<file path="config.mk">
export PLATFORM = sky130hd
export DESIGN_NAME = encoder_pass_scheduler
export DESIGN_NICKNAME = d
export VERILOG_FILES = /design/src/rtl/encoder_pass_scheduler.sv
export SDC_FILE = /design/constraint.sdc
export NUM_CORES = 1
export LEC_CHECK = 0
export ABC_AREA = 1
export BUFFER_PORTS_ARGS = -buffer_cell sky130_fd_sc_hd__buf_2
export CAP_MARGIN = 0
export CORE_MARGIN = 4
export CORE_UTILIZATION = 55
export DETAILED_ROUTE_END_ITERATION = 6
export PLACE_DENSITY = 0.78
export SYNTH_ARGS = -nofsm -noshare
export SYNTH_HDL_FRONTEND = slang
export SYNTH_SLANG_ARGS = --single-unit
</file>
<file path="constraint.sdc">
create_clock -name clk -period 1.7 [get_ports clk]
set_input_delay 0.255 -clock clk [delete_from_list [all_inputs] [get_ports clk]]
set_output_delay 0.255 -clock clk [all_outputs]
set_load 0.02 [all_outputs]
</file>
<file path="src/rtl/encoder_pass_scheduler.sv">
// Sequences multi-pass encoder jobs: clears the encoder, runs it, checks the
// written line count and ping-pongs the line-memory banks between passes.
module encoder_pass_scheduler #(
  parameter int LINES      = 64,
  parameter int CLR_CYCLES = 2,
  parameter int TIMEOUT    = 4096
) (
  input  logic       clk,
  input  logic       rst,
  input  logic       start,
  input  logic [4:0] num_passes,
  output logic       busy,
  output logic       done,
  output logic [1:0] err,
  output logic [4:0] pass_cnt,
  output logic       enc_rst,
  output logic       enc_rotate_en,
  input  logic       enc_done,
  input  logic       enc_wr_en,
  output logic       rd_bank,
  output logic       wr_bank,
  output logic       result_bank
);

  localparam int CW = (CLR_CYCLES > 1) ? $clog2(CLR_CYCLES + 1) : 1;
  localparam int WW = $clog2(TIMEOUT + 1);
  localparam logic [CW-1:0] CLR_LAST  = CW'(CLR_CYCLES - 1);
  localparam logic [WW-1:0] WDOG_LAST = WW'(TIMEOUT - 1);
  localparam logic [6:0]    LINE_TGT  = 7'(LINES);

  typedef enum logic [2:0] {IDLE, CLR, RUN, CHECK, FIN, ERR} state_t;

  state_t          state_reg, state_next;
  logic [4:0]      passes_reg, pass_cnt_reg;
  logic [1:0]      err_reg;
  logic [6:0]      line_cnt_reg;
  logic [WW-1:0]   wdog_reg;
  logic [CW-1:0]   clr_cnt_reg;
  logic            done_prev_reg, wr_prev_reg;
  logic            enc_rst_reg, rd_bank_reg, result_bank_reg;
  logic            done_rise, wr_rise, count_ok;
  logic [4:0]      pass_cnt_inc;

  assign done_rise    = enc_done & ~done_prev_reg;
  assign wr_rise      = enc_wr_en & ~wr_prev_reg;
  assign count_ok     = (line_cnt_reg == LINE_TGT);
  assign pass_cnt_inc = pass_cnt_reg + 5'd1;

  always_comb begin
    state_next = state_reg;
    case (state_reg)
      IDLE:  if (start) state_next = (num_passes != 5'd0) ? CLR : FIN;
      CLR:   if (clr_cnt_reg == CLR_LAST) state_next = RUN;
      // A completion edge beats a watchdog expiry in the same cycle.
      RUN: begin
        if (done_rise)                  state_next = CHECK;
        else if (wdog_reg == WDOG_LAST) state_next = ERR;
      end
      CHECK: begin
        if (!count_ok)                       state_next = ERR;
        else if (pass_cnt_inc == passes_reg) state_next = FIN;
        else                                 state_next = CLR;
      end
      FIN:     state_next = IDLE;
      ERR:     state_next = IDLE;
      default: state_next = IDLE;
    endcase
  end

  always_ff @(posedge clk) begin
    if (rst) begin
      state_reg       <= IDLE;
      passes_reg      <= 5'd0;
      pass_cnt_reg    <= 5'd0;
      err_reg         <= 2'd0;
      line_cnt_reg    <= 7'd0;
      wdog_reg        <= '0;
      clr_cnt_reg     <= '0;
      done_prev_reg   <= 1'b0;
      wr_prev_reg     <= 1'b0;
      enc_rst_reg     <= 1'b1;
      rd_bank_reg     <= 1'b0;
      result_bank_reg <= 1'b0;
    end else begin
      state_reg   <= state_next;
      enc_rst_reg <= (state_next == CLR);
      clr_cnt_reg <= '0;
      case (state_reg)
        IDLE: begin
          if (start) begin
            passes_reg   <= num_passes;
            pass_cnt_reg <= 5'd0;
            err_reg      <= 2'd0;
            line_cnt_reg <= 7'd0;
          end
        end
        CLR: begin
          clr_cnt_reg   <= clr_cnt_reg + 1'b1;
          line_cnt_reg  <= 7'd0;
          wdog_reg      <= '0;
          done_prev_reg <= 1'b0;
          wr_prev_reg   <= 1'b0;
        end
        RUN: begin
          done_prev_reg <= enc_done;
          wr_prev_reg   <= enc_wr_en;
          wdog_reg      <= wdog_reg + 1'b1;
          if (wr_rise && line_cnt_reg != 7'd127) line_cnt_reg <= line_cnt_reg + 7'd1;
          if (state_next == ERR) err_reg <= 2'd2;
        end
        CHECK: begin
          if (!count_ok) begin
            err_reg <= 2'd1;
          end else begin
            pass_cnt_reg <= pass_cnt_inc;
            if (pass_cnt_inc == passes_reg) result_bank_reg <= ~rd_bank_reg;
            else                            rd_bank_reg     <= ~rd_bank_reg;
          end
        end
        default: ;
      endcase
    end
  end

  assign busy          = (state_reg != IDLE);
  assign done          = (state_reg == FIN) || (state_reg == ERR);
  assign err           = err_reg;
  assign pass_cnt      = pass_cnt_reg;
  assign enc_rst       = enc_rst_reg;
  assign enc_rotate_en = (state_reg == RUN);
  assign rd_bank       = rd_bank_reg;
  assign wr_bank       = ~rd_bank_reg;
  assign result_bank   = result_bank_reg;

endmodule
</file>
* Word-level counts from Yosys, hierarchy flattened *
Index checks and enable logic that the tools add are counted.

word-level totals
  bits in registers = 42
  input bits = 10
  output and inout port bits = 14
  word-level logic and storage cells = 77

operators by class
  $add $sub $neg = 4
  equal/unequal tests = 17
  mux-type cells = 21
  bitwise logic cells = 7
  reduce and logical (&&, ||, !) cells = 16

operator list
  kind                                              number
  one-hot mux 13 bit (2 select lines)               1
  2-to-1 mux 3 bit                                  7
  one-hot mux 7 bit (3 select lines)                1
  2-to-1 mux 7 bit                                  2
  adder 13 x 1 -> 13 bit (second input constant)    1
  == test 13 x 12 -> 1 bit (second input constant)  1
  one-hot mux 3 bit (4 select lines)                1
  AND reduction 3 bit                               4
  2-to-1 mux 5 bit                                  2
  one-hot mux 5 bit (2 select lines)                1
  == test 3 bit (second input constant)             3
  nonzero test 3 bit                                3
  adder 7 x 1 -> 7 bit (second input constant)      1
  == test 7 bit (second input constant)             1
  != test 7 bit (second input constant)             1
  == test 3 x 1 -> 1 bit (second input constant)    2
  == test 3 x 2 -> 1 bit (second input constant)    2
  2-to-1 mux 2 bit                                  3
  != test 2 bit (second input constant)             3
  one-hot mux 2 bit (3 select lines)                1
  adder 5 x 1 -> 5 bit (second input constant)      1
  == test 5 bit                                     1
  inverter 1 bit                                    5
  nonzero test 5 bit                                1
  other kinds (12)                                  16

* Depth between registers and ports, before layout *
Gate-level depths: netlist of run 1.

  depth in word-level cells = 8
  gate-level depth with buffers = 13
  depth with buffers taken out = 13

* Worst setup path after synthesis of run 1 *
Ideal clock, no wire load.

  kind = register to register
  start point = reg pass_cnt_reg[0], in the netlist pass_cnt[0]
  end point = reg enc_rst_reg, in the netlist enc_rst
  setup time = 61 ps
  arrival time = 1594 ps
  data required time = 1639 ps
  setup slack = 45 ps
  cell stages (with the launch flop) = 12
  path buffers = 0
  clock period less this slack = 1655 ps
  cell sequence = dfxtp_1 > ha_1 > nand2_1 > o21ai_1 > nand2_1 > nand2_1 > nand2_1 > nand3_2 > nand2_1 > a21oi_1 > nand3_1 > nand2_1

on the way
  cells in the longest elaborated chain, start to end = 6

ends and longest elaborated chain
  what                                RTL line  RTL
  start, declared                     34        logic [4:0] passes_reg, pass_cnt_reg;
  start signal, assigned              115       pass_cnt_reg <= pass_cnt_inc;
  adder 5 x 1 -> 5 bit                47        assign pass_cnt_inc = pass_cnt_reg + 5'd1;
  == test 5 bit                       61        else if (pass_cnt_inc == passes_reg) state_next = FIN;
  2-to-1 mux 3 bit                    61
  2-to-1 mux 3 bit                    60        if (!count_ok) state_next = ERR;
  one-hot mux 3 bit (4 select lines)  51        case (state_reg)
  == test 3 x 1 -> 1 bit              86        enc_rst_reg <= (state_next == CLR);
  end signal, assigned                86
  end, declared                       40        logic enc_rst_reg, rd_bank_reg, result_bank_reg;

No other way between the ends.
A chain may end at the register's enable or synchronous reset.

* Worst setup path in the final report of run 1 *
  start point = reg state_reg[0]
  end point = out enc_rotate_en

on the way
  cells in the longest elaborated chain, start to end = 1

ends and longest elaborated chain
  what                    RTL line  RTL
  start, declared         33        state_t state_reg, state_next;
  start signal, assigned  85        state_reg <= state_next;
  == test 3 x 2 -> 1 bit  130       assign enc_rotate_en = (state_reg == RUN);
  end, declared           17        output logic enc_rotate_en,

No other way between the ends.

==> results.sh, run 1 <==
export IMPL_grt_total_usage=0.192
export IMPL_pre_cts_ws_ns=0.0442
export IMPL_switchingPower_w=0.000612
export IMPL_ant_nets=0
export IMPL_nets=358
export IMPL_seqPwrFrac=0.505
export IMPL_cpMaxStageDelayCell="dfxtp_1"
export IMPL_io_pins=24
export IMPL_grt_overflow=0
export IMPL_netlist_area_leader_share=0.391
export IMPL_gp_congestion=0.839
export IMPL_yosysSeqAreaShare=0.391
export IMPL_cts_tree="yes"
export IMPL_critical_path_class="flop to output port"
export IMPL_ys_seq_elements=42
export IMPL_grt_pass1_wl_um=7890
export IMPL_wire_per_inst_um=12.0
export IMPL_start_util=0.578
export IMPL_synthToLayoutAreaGrowth_pct=18.0
export IMPL_maxSlewHeadroom=0.771
export IMPL_p_int_w=0.00149
export IMPL_fp_row_count=22
export IMPL_arrival_ns=1.37
export IMPL_vias_per_cell=5.21
export IMPL_yosysMostFrequentCell="nand2_1"
export IMPL_die_height_um=70.5
export IMPL_syn_cell_area_mm2=0.00215
export IMPL_synth_top_cell_by_area="dfxtp_1"
export IMPL_postRouteWirelength_um=4690
export IMPL_synth_avg_cell_area_um2=6.93
export IMPL_dp_hpwl_um=3360
export IMPL_rsz0062_at_grt="true"
export IMPL_coreArea_mm2=0.00372
export IMPL_timing_hold_violations_final=0
export IMPL_p_leak_nw=1.01
export IMPL_ctsHtreeMaxLevel=2
export IMPL_ys_async_sr_fraction=0
export IMPL_crit_fanout=16
export IMPL_grt_pass1_vias=1873
export IMPL_yosys_top_cells_count="nand2_1 (72), dfxtp_1 (42), a21oi_1 (38)"
export IMPL_multiInputGateArea_mm2=0.00119
export IMPL_synth_area_leaders="dfxtp_1 (39%), nand2_1 (13%), a21oi_1 (8.8%)"
export IMPL_cp_cell_sequence="nor2_2 -> nand2_1 -> inv_4 -> buf_2"
export IMPL_io_buffers=23
export IMPL_grt_start_max_net_pins=18
export IMPL_clock_sinks=42
export IMPL_drt_iter0_markers=97
export IMPL_synth_edff_count=0
export IMPL_register_area_um2=847
export IMPL_worstMarginPinSlew_ns=0.343
export IMPL_cp_start_kind="flop"
export IMPL_num_fill_cells=323
export IMPL_cts_clk_slew_worst_paths_ns=0.07
export IMPL_setup_viol=0
export IMPL_clk_path_buf_depth=2
export IMPL_layout_min_cycle_time_ns=1.63
export IMPL_largest_reg_flops=13
export IMPL_vdd_drop_max_uv=567
export IMPL_worst_slack_ns=0.0749
export IMPL_yosysUniqueCellTypes=31
export IMPL_power_density_mw_per_mm2=828
export IMPL_cts_made_buffers=5
export IMPL_die_x_um=70.5
export IMPL_fmax_mhz=615
export IMPL_worstPathRequired_ns=1.44
export IMPL_drv_cap=0
export IMPL_synthCells=310
export IMPL_ys_flop_type="dfxtp_1"
export IMPL_drc=0
export IMPL_drive_gt1_frac=0.241
export IMPL_cts_root_buf="clkbuf_8"
export IMPL_antenna_found_initial=0
export IMPL_post_route_util=0.682
export IMPL_clk_latency_ns=0.30
export IMPL_vias=2043
export IMPL_first_pass_iters=4
export IMPL_p_sw_frac=0.291
export IMPL_dieArea_mm2=0.00497
export IMPL_ys_warn_count=0
export IMPL_p_comb_frac=0.181
export IMPL_end_kind="output port"
export IMPL_clock_skew_ns=0.00683
export IMPL_hold_path_class="primary input to flop"
export IMPL_antenna_cells=0
export IMPL_critical_path_max_stage_delay_ns=0.35
export IMPL_fin_crit_sh=0.956
export IMPL_syn_num_nets=325
export IMPL_clkPwrFrac=0.315
export IMPL_run_status="completed"
export IMPL_slew_viol_final=0
## through the flow
stage	area (um^2)	instances	setup TNS (ns)	power (W)	hold slack [ns]
2_1_floorplan	2150	310	0	0.00133	0.404
3_3_place_gp	2350	382	0	0.00143	0.415
3_5_place_dp	2350	382	0	0.00144	0.424
4_1_cts	2440	390	0	0.00210	0.211
5_1_grt	2540	392	-0.0674	0.00221	0.230
6_report	2540	392	0	0.00210	0.213
## power groups by stage
stage | logic [W] | clock network (W) | registers [W]
global route | 0.000432 | 0.000712 | 0.00107
detailed placement | 0.000361 | 0 | 0.00108
CTS | 0.000363 | 0.000678 | 0.00105
finish | 0.000380 | 0.000661 | 0.00106
global placement | 0.000355 | 0 | 0.00108
floorplan | 0.000230 | 0 | 0.00110
## layout by cell type, fill, tap and decap left out, types with 5 or more instances in the layout
cell type  count
nand2_1       72
dfxtp_1       37
a21oi_1       36
inv_1         35
buf_2         23
o21ai_0       18
nor2_1        17
nand3_1       14
buf_4         10
nand4_1        8
nor2_2         7
o21ai_1        7
inv_2          6
nor3_1         6
clkbuf_8       6
nand2_2        5
dfxtp_2        5
## repair_timing
item                       CTS  global route
buffers inserted             0             2
setup endpoints to repair    0            12
gates resized for setup      0            23
hold buffers                 0             0
## layer usage
metal  track usage  up-vias  wire [um]
met2         0.325       27       2280
met4        0.0787        0         59
met1         0.235      927       2170
li1              -     1083          -
met3        0.0432        6        179
met5             0        -          0
## final cells by class
class | count | area share
Clock buffer | 7 | 0.0340
Clock inverter | 1 | 0.00197
Inverter | 42 | 0.0631
Multi-Input combinational cell | 219 | 0.468
Sequential cell | 42 | 0.334
Tap cell | 48 | 0.0237
Timing Repair Buffer | 33 | 0.0750
## critical path, delay by kind of cell (launching register included)
family	cells	cell delay (ns)
and+or+nand+nor	2	0.33
DFF	1	0.35
buffers and inverters	2	0.38
## cells by family after synthesis
group           Yosys count  share of synthesized area
simple gates            142                      0.307
compound gates           72                      0.185
buf+inv                  49                     0.0879
flops                    42                      0.391
fa+ha+maj                 5                     0.0291
## worst paths after layout
kind,from,end,slack [ns],cells after the start
setup / recovery,state_reg[0],enc_rotate_en,0.07,4
hold / removal,enc_done,done_prev_reg,0.21,3
setup reg to reg,wdog_reg[1],enc_rst,0.12,10
hold reg to reg,clr_cnt_reg[0],clr_cnt_reg[0],0.44,1
No activity file was read; power rests on OpenSTA's default activity.
==> run 2, diff against run 1 <==
--- a/config.mk
+++ b/config.mk
@@ -9,9 +9,9 @@
 export BUFFER_PORTS_ARGS = -buffer_cell sky130_fd_sc_hd__buf_2
 export CAP_MARGIN = 0
 export CORE_MARGIN = 4
-export CORE_UTILIZATION = 55
+export CORE_UTILIZATION = 45
 export DETAILED_ROUTE_END_ITERATION = 6
-export PLACE_DENSITY = 0.78
+export PLACE_DENSITY = 0.66
 export SYNTH_ARGS = -nofsm -noshare
 export SYNTH_HDL_FRONTEND = slang
 export SYNTH_SLANG_ARGS = --single-unit
==> results.sh, run 2 (same netlist as run 1, synthesis figures left out) <==
export IMPL_power_density_mw_per_mm2=804
export IMPL_fmax_mhz=621
export IMPL_cp_start_kind="flop"
export IMPL_mostFrequentLayoutCells="nand2_1 (68), dfxtp_1 (39), inv_1 (36), a21oi_1 (36), buf_2 (23)"
export IMPL_fin_cells=396
export IMPL_switchingPower_w=0.000592
export IMPL_p_leak_nw=1.00
export IMPL_fp_row_count=24
export IMPL_die_height_um=77.1
export IMPL_clock_skew_ns=0.00495
export IMPL_grt_pass1_vias=1847
export IMPL_end_kind="flop"
export IMPL_nets=359
export IMPL_pre_cts_ws_ns=0.00956
export IMPL_grt_overflow=0
export IMPL_antenna_found_initial=0
export IMPL_slew_viol_final=0
export IMPL_rr_endpoint="line_cnt_reg[5]"
export IMPL_grt_total_usage=0.165
export IMPL_critical_path_class="flop to flop"
export IMPL_seqPwrFrac=0.519
export IMPL_p_int_w=0.00144
export IMPL_gp_congestion=0.823
export IMPL_grt_start_max_net_pins=18
export IMPL_cts_tree="yes"
export IMPL_worstHoldPathCells=3
export IMPL_first_pass_iters=4
export IMPL_holdWs_ns=0.230
export IMPL_worstPathRequired_ns=1.88
export IMPL_drv_cap=0
export IMPL_maxSlewHeadroom=0.750
export IMPL_start_util=0.480
export IMPL_hp_start="enc_wr_en"
export IMPL_arrival_ns=1.79
export IMPL_cts_root_buf="clkbuf_8"
export IMPL_vias_per_cell=5.15
export IMPL_final_common_cell="nand2_1"
export IMPL_postRouteWirelength_um=4770
export IMPL_dp_hpwl_um=3510
export IMPL_timing_hold_violations_final=0
export IMPL_worst_slack_ns=0.0907
export IMPL_p_comb_frac=0.185
export IMPL_dp_cells=388
export IMPL_vdd_drop_max_uv=339
export IMPL_hold_path_end="wr_prev_reg"
export IMPL_r2r_start="line_cnt_reg[1]"
export IMPL_stdcell_area_mm2=0.00253
export IMPL_die_x_um=77.1
export IMPL_setup_viol=0
export IMPL_reg2reg_setup_slack_ns=0.09
export IMPL_dieArea_mm2=0.00595
export IMPL_run_status="completed"
export IMPL_fin_crit_sh=0.947
export IMPL_io_buffers=23
export IMPL_layout_min_cycle_time_ns=1.61
export IMPL_clkPwrFrac=0.296
export IMPL_largest_reg_flops=13
export IMPL_drive_gt1_frac=0.244
export IMPL_hold_path_class="primary input to flop"
export IMPL_crit_fanout=4
export IMPL_clk_latency_ns=0.29
export IMPL_p_sw_frac=0.291
export IMPL_coreArea_mm2=0.00447
export IMPL_drc=0
export IMPL_rr_worst_depth=9
export IMPL_ant_nets=0
export IMPL_grt_pass1_wl_um=8090
export IMPL_antenna_cells=0
export IMPL_dpl_cell_area_mm2=0.00237
export IMPL_cts_clk_slew_worst_paths_ns=0.07
export IMPL_ctsHtreeMaxLevel=2
export IMPL_worstMarginPinSlew_ns=0.374
export IMPL_clk_path_buf_depth=2
export IMPL_synthToLayoutAreaGrowth_pct=17.6
export IMPL_postCtsHoldBufs=0
export IMPL_clock_sinks=42
export IMPL_wire_per_inst_um=12.0
export IMPL_vias=2040
export IMPL_cts_made_buffers=5
export IMPL_drt_iter0_markers=79
export IMPL_io_pins=24
==> run 2: how the worst max path moves through the flow <==
stage | startpoint | to | slack, ns | depth (start not counted)
after global routing | line_cnt_reg[1] | line_cnt_reg[5] | -0.02 | 9
after floorplan | pass_cnt[0] | enc_rst | 0.05 | 11
after global placement | line_cnt_reg[1] | line_cnt_reg[5] | 0.04 | 9
after detailed placement | line_cnt_reg[1] | line_cnt_reg[5] | 0.01 | 9
final | line_cnt_reg[1] | line_cnt_reg[5] | 0.09 | 9
after CTS | wdog_reg[0] | enc_rst | 0.05 | 10
==> run 2: through the flow <==
stage,util,power (W),TNS [ns]
floorplan,-,0.00133,0
detailed placement,0.530,0.00144,0
global placement,0.530,0.00144,0
finish,0.565,0.00203,0
CTS,0.549,0.00206,0
global route,0.565,0.00216,-0.0378
==> run 2: area by class of cell <==
type | instances | area (um^2)
fill | 441 | 1950
sequential | 42 | 845
timing repair buffer | 34 | 198
tap | 52 | 65.1
clock buffer | 7 | 76.3
multi-input combinational | 219 | 1180
inverter | 42 | 160
==> run 2: layer usage <==
metal / GRT usage / share of wire / vias up
met4: 0.0480 / 0.0040 / 0
met2: 0.285 / 0.50 / 33
met5: 0 / 0 / -
li1: - / - / 1086
met1: 0.202 / 0.46 / 919
met3: 0.0422 / 0.038 / 2
==> run 2: power groups by stage <==
stage | registers [W] | logic (W) | clock network [W]
6_report | 0.00106 | 0.000376 | 0.000602
5_1_grt | 0.00106 | 0.000423 | 0.000674
4_1_cts | 0.00105 | 0.000367 | 0.000635
3_5_place_dp | 0.00108 | 0.000364 | 0
3_3_place_gp | 0.00108 | 0.000362 | 0
2_1_floorplan | 0.00110 | 0.000230 | 0
==> run 2: worst max-delay path, stage by stage, from the launching register on <==
cell and delay [ns]:
dfxtp_1 0.34, ha_1 0.20, nand2_1 0.15, nor3_2 0.08, nor3_2 0.22, nand2_2 0.12
nand2_2 0.12, nand2_2 0.08, o21ai_1 0.12, a21oi_1 0.07
==> run 2: repair_timing <==
item,4_1_cts,5_1_grt
resized for setup,2,20
setup endpoints to repair,2,9
endpoints found under the hold margin,0,0
setup buffers,0,1
pin swaps,0,2
==> run 3, diff against run 2 <==
--- a/config.mk
+++ b/config.mk
@@ -11,7 +11,7 @@
 export CORE_MARGIN = 4
 export CORE_UTILIZATION = 45
 export DETAILED_ROUTE_END_ITERATION = 6
-export PLACE_DENSITY = 0.66
+export PLACE_DENSITY_LB_ADDON = 0.08
 export SYNTH_ARGS = -nofsm -noshare
 export SYNTH_HDL_FRONTEND = slang
 export SYNTH_SLANG_ARGS = --single-unit
==> results.sh, run 3 (same netlist as run 1, synthesis figures left out) <==
export IMPL_drc=0
export IMPL_clock_sinks=42
export IMPL_end_kind="flop"
export IMPL_fin_cells=398
export IMPL_layout_min_cycle_time_ns=1.60
export IMPL_postCtsHoldBufs=0
export IMPL_cts_made_buffers=5
export IMPL_die_height_um=77.1
export IMPL_crit_fanout=4
export IMPL_setup_viol=0
export IMPL_cts_tree="yes"
export IMPL_grt_overflow=0
export IMPL_cts_clk_slew_worst_paths_ns=0.08
export IMPL_cp_cell_sequence="nor2_4 -> buf_4 -> nand2_2 -> nor2_2 -> nor3b_4 -> nand2_1 -> nand2_2 -> nand2_2 -> o21ai_1 -> a21oi_1"
export IMPL_coreArea_mm2=0.00447
export IMPL_power_density_mw_per_mm2=820
export IMPL_wire_per_inst_um=12.0
export IMPL_final_common_cell="nand2_1"
export IMPL_synthToLayoutAreaGrowth_pct=19.2
export IMPL_cpMaxStageDelayCell="dfxtp_2"
export IMPL_drv_cap=0
export IMPL_io_pins=24
export IMPL_worstMarginPinSlew_ns=0.354
export IMPL_pre_cts_ws_ns=0.0144
export IMPL_arrival_ns=1.79
export IMPL_critical_path_max_stage_delay_ns=0.42
export IMPL_use_met2=0.268
export IMPL_clk_latency_ns=0.29
export IMPL_num_fill_cells=439
export IMPL_nets=360
export IMPL_worstHoldPathCells=3
export IMPL_vdd_drop_max_uv=458
export IMPL_first_pass_iters=5
export IMPL_mostFrequentLayoutCells="nand2_1 (71), a21oi_1 (38), dfxtp_1 (37)"
export IMPL_grt_start_max_net_pins=18
export IMPL_dp_hpwl_um=3480
export IMPL_die_x_um=77.1
export IMPL_drive_gt1_frac=0.251
export IMPL_start_util=0.480
export IMPL_ant_nets=0
export IMPL_fp_row_count=24
export IMPL_io_buffers=23
export IMPL_worstPathRequired_ns=1.89
export IMPL_maxSlewHeadroom=0.764
export IMPL_grt_util_met1=0.217
export IMPL_worst_slack_ns=0.100
export IMPL_fin_crit_sh=0.941
export IMPL_p_leak_nw=1.02
export IMPL_grt_pass1_wl_um=8080
export IMPL_postRouteWirelength_um=4780
export IMPL_fmax_mhz=625
export IMPL_critical_path_class="flop to flop"
export IMPL_run_status="completed"
export IMPL_antenna_cells=0
export IMPL_antenna_found_initial=0
export IMPL_rr_worst_depth=10
export IMPL_cts_root_buf="clkbuf_8"
export IMPL_largest_reg_flops=13
export IMPL_dieArea_mm2=0.00595
export IMPL_timing_hold_violations_final=0
export IMPL_cpMostUsedCell="nand2_2"
export IMPL_final_setup_tns_ns=0
export IMPL_ctsHtreeMaxLevel=2
export IMPL_clk_path_buf_depth=2
export IMPL_vias_per_cell=5.08
export IMPL_grt_use_met3=0.0328
export IMPL_cp_start_kind="flop"
export IMPL_clock_skew_ns=0.00597
export IMPL_hold_path_class="primary input to flop"
export IMPL_vias=2020
export IMPL_holdWs_ns=0.222
export IMPL_grt_total_usage=0.167
export IMPL_drt_iter0_markers=100
export IMPL_gp_congestion=0.816
export IMPL_slew_viol_final=0
export IMPL_grt_busiest_layer="met2"
export IMPL_dp_cells=387
export IMPL_grt_pass1_vias=1809
run 3: cell count changes in the layout (fill, tap and decap cells not counted), sizes merged:
cell,change
clkinv,+1
buf,+1
run 3: area by class of cell:
type / instances / area (um^2) / area share
inverters: 42 / 160 / 0.0625
clock buffers: 7 / 86.3 / 0.0337
flip-flops and latches: 42 / 847 / 0.331
clock inverters: 1 / 5.00 / 0.00195
repair buffers: 35 / 205 / 0.0801
well taps: 52 / 65.1 / 0.0254
multi-input cells: 219 / 1190 / 0.466
run 3: path summary, 6_finish.rpt:
check / start / end / slack (ns)
max: state_reg[2] / line_cnt_reg[5] / 0.10
min: enc_wr_en / wr_prev_reg / 0.22
max reg2reg: state_reg[2] / line_cnt_reg[5] / 0.10
min reg2reg: clr_cnt_reg[0] / clr_cnt_reg[0] / 0.44
run 3: metrics by stage:
stage	power, W	instance area (um^2)	utilization
finish	0.00210	2560	0.573
global placement	0.00144	2370	0.529
CTS	0.00212	2470	0.553
detailed placement	0.00144	2370	0.529
floorplan	0.00133	2150	-
global route	0.00223	2560	0.573
run 3: layer usage:
layer	wire length [um]	part of all wire	vias up
met3	158	0.033	8
met2	2210	0.46	44
met1	2330	0.49	879
li1	-	-	1089
met4	77	0.016	0
met5	0	0	-
run 3: where the power goes:
group	internal, W	total [W]	switching [W]
logic	0.000136	0.000379	0.000243
registers	0.00103	0.00106	0.0000317
clock network	0.000328	0.000666	0.000338
total	0.00149	0.00210	0.000612
run 3: critical path, delay by kind of cell, from the launching register on:
family	cells	cell delay [ns]
AND/OR/NAND/NOR	7	0.73
buffers and inverters	1	0.14
flip-flops	1	0.42
AO/OA/AOI/OAI	2	0.20
run 3: repair_timing:
action | CTS | global route
endpoints found under the hold margin | 0 | 0
pin swaps | 0 | 4
gates resized for setup | 5 | 20
setup buffers | 0 | 3
endpoints found under the setup margin | 2 | 16
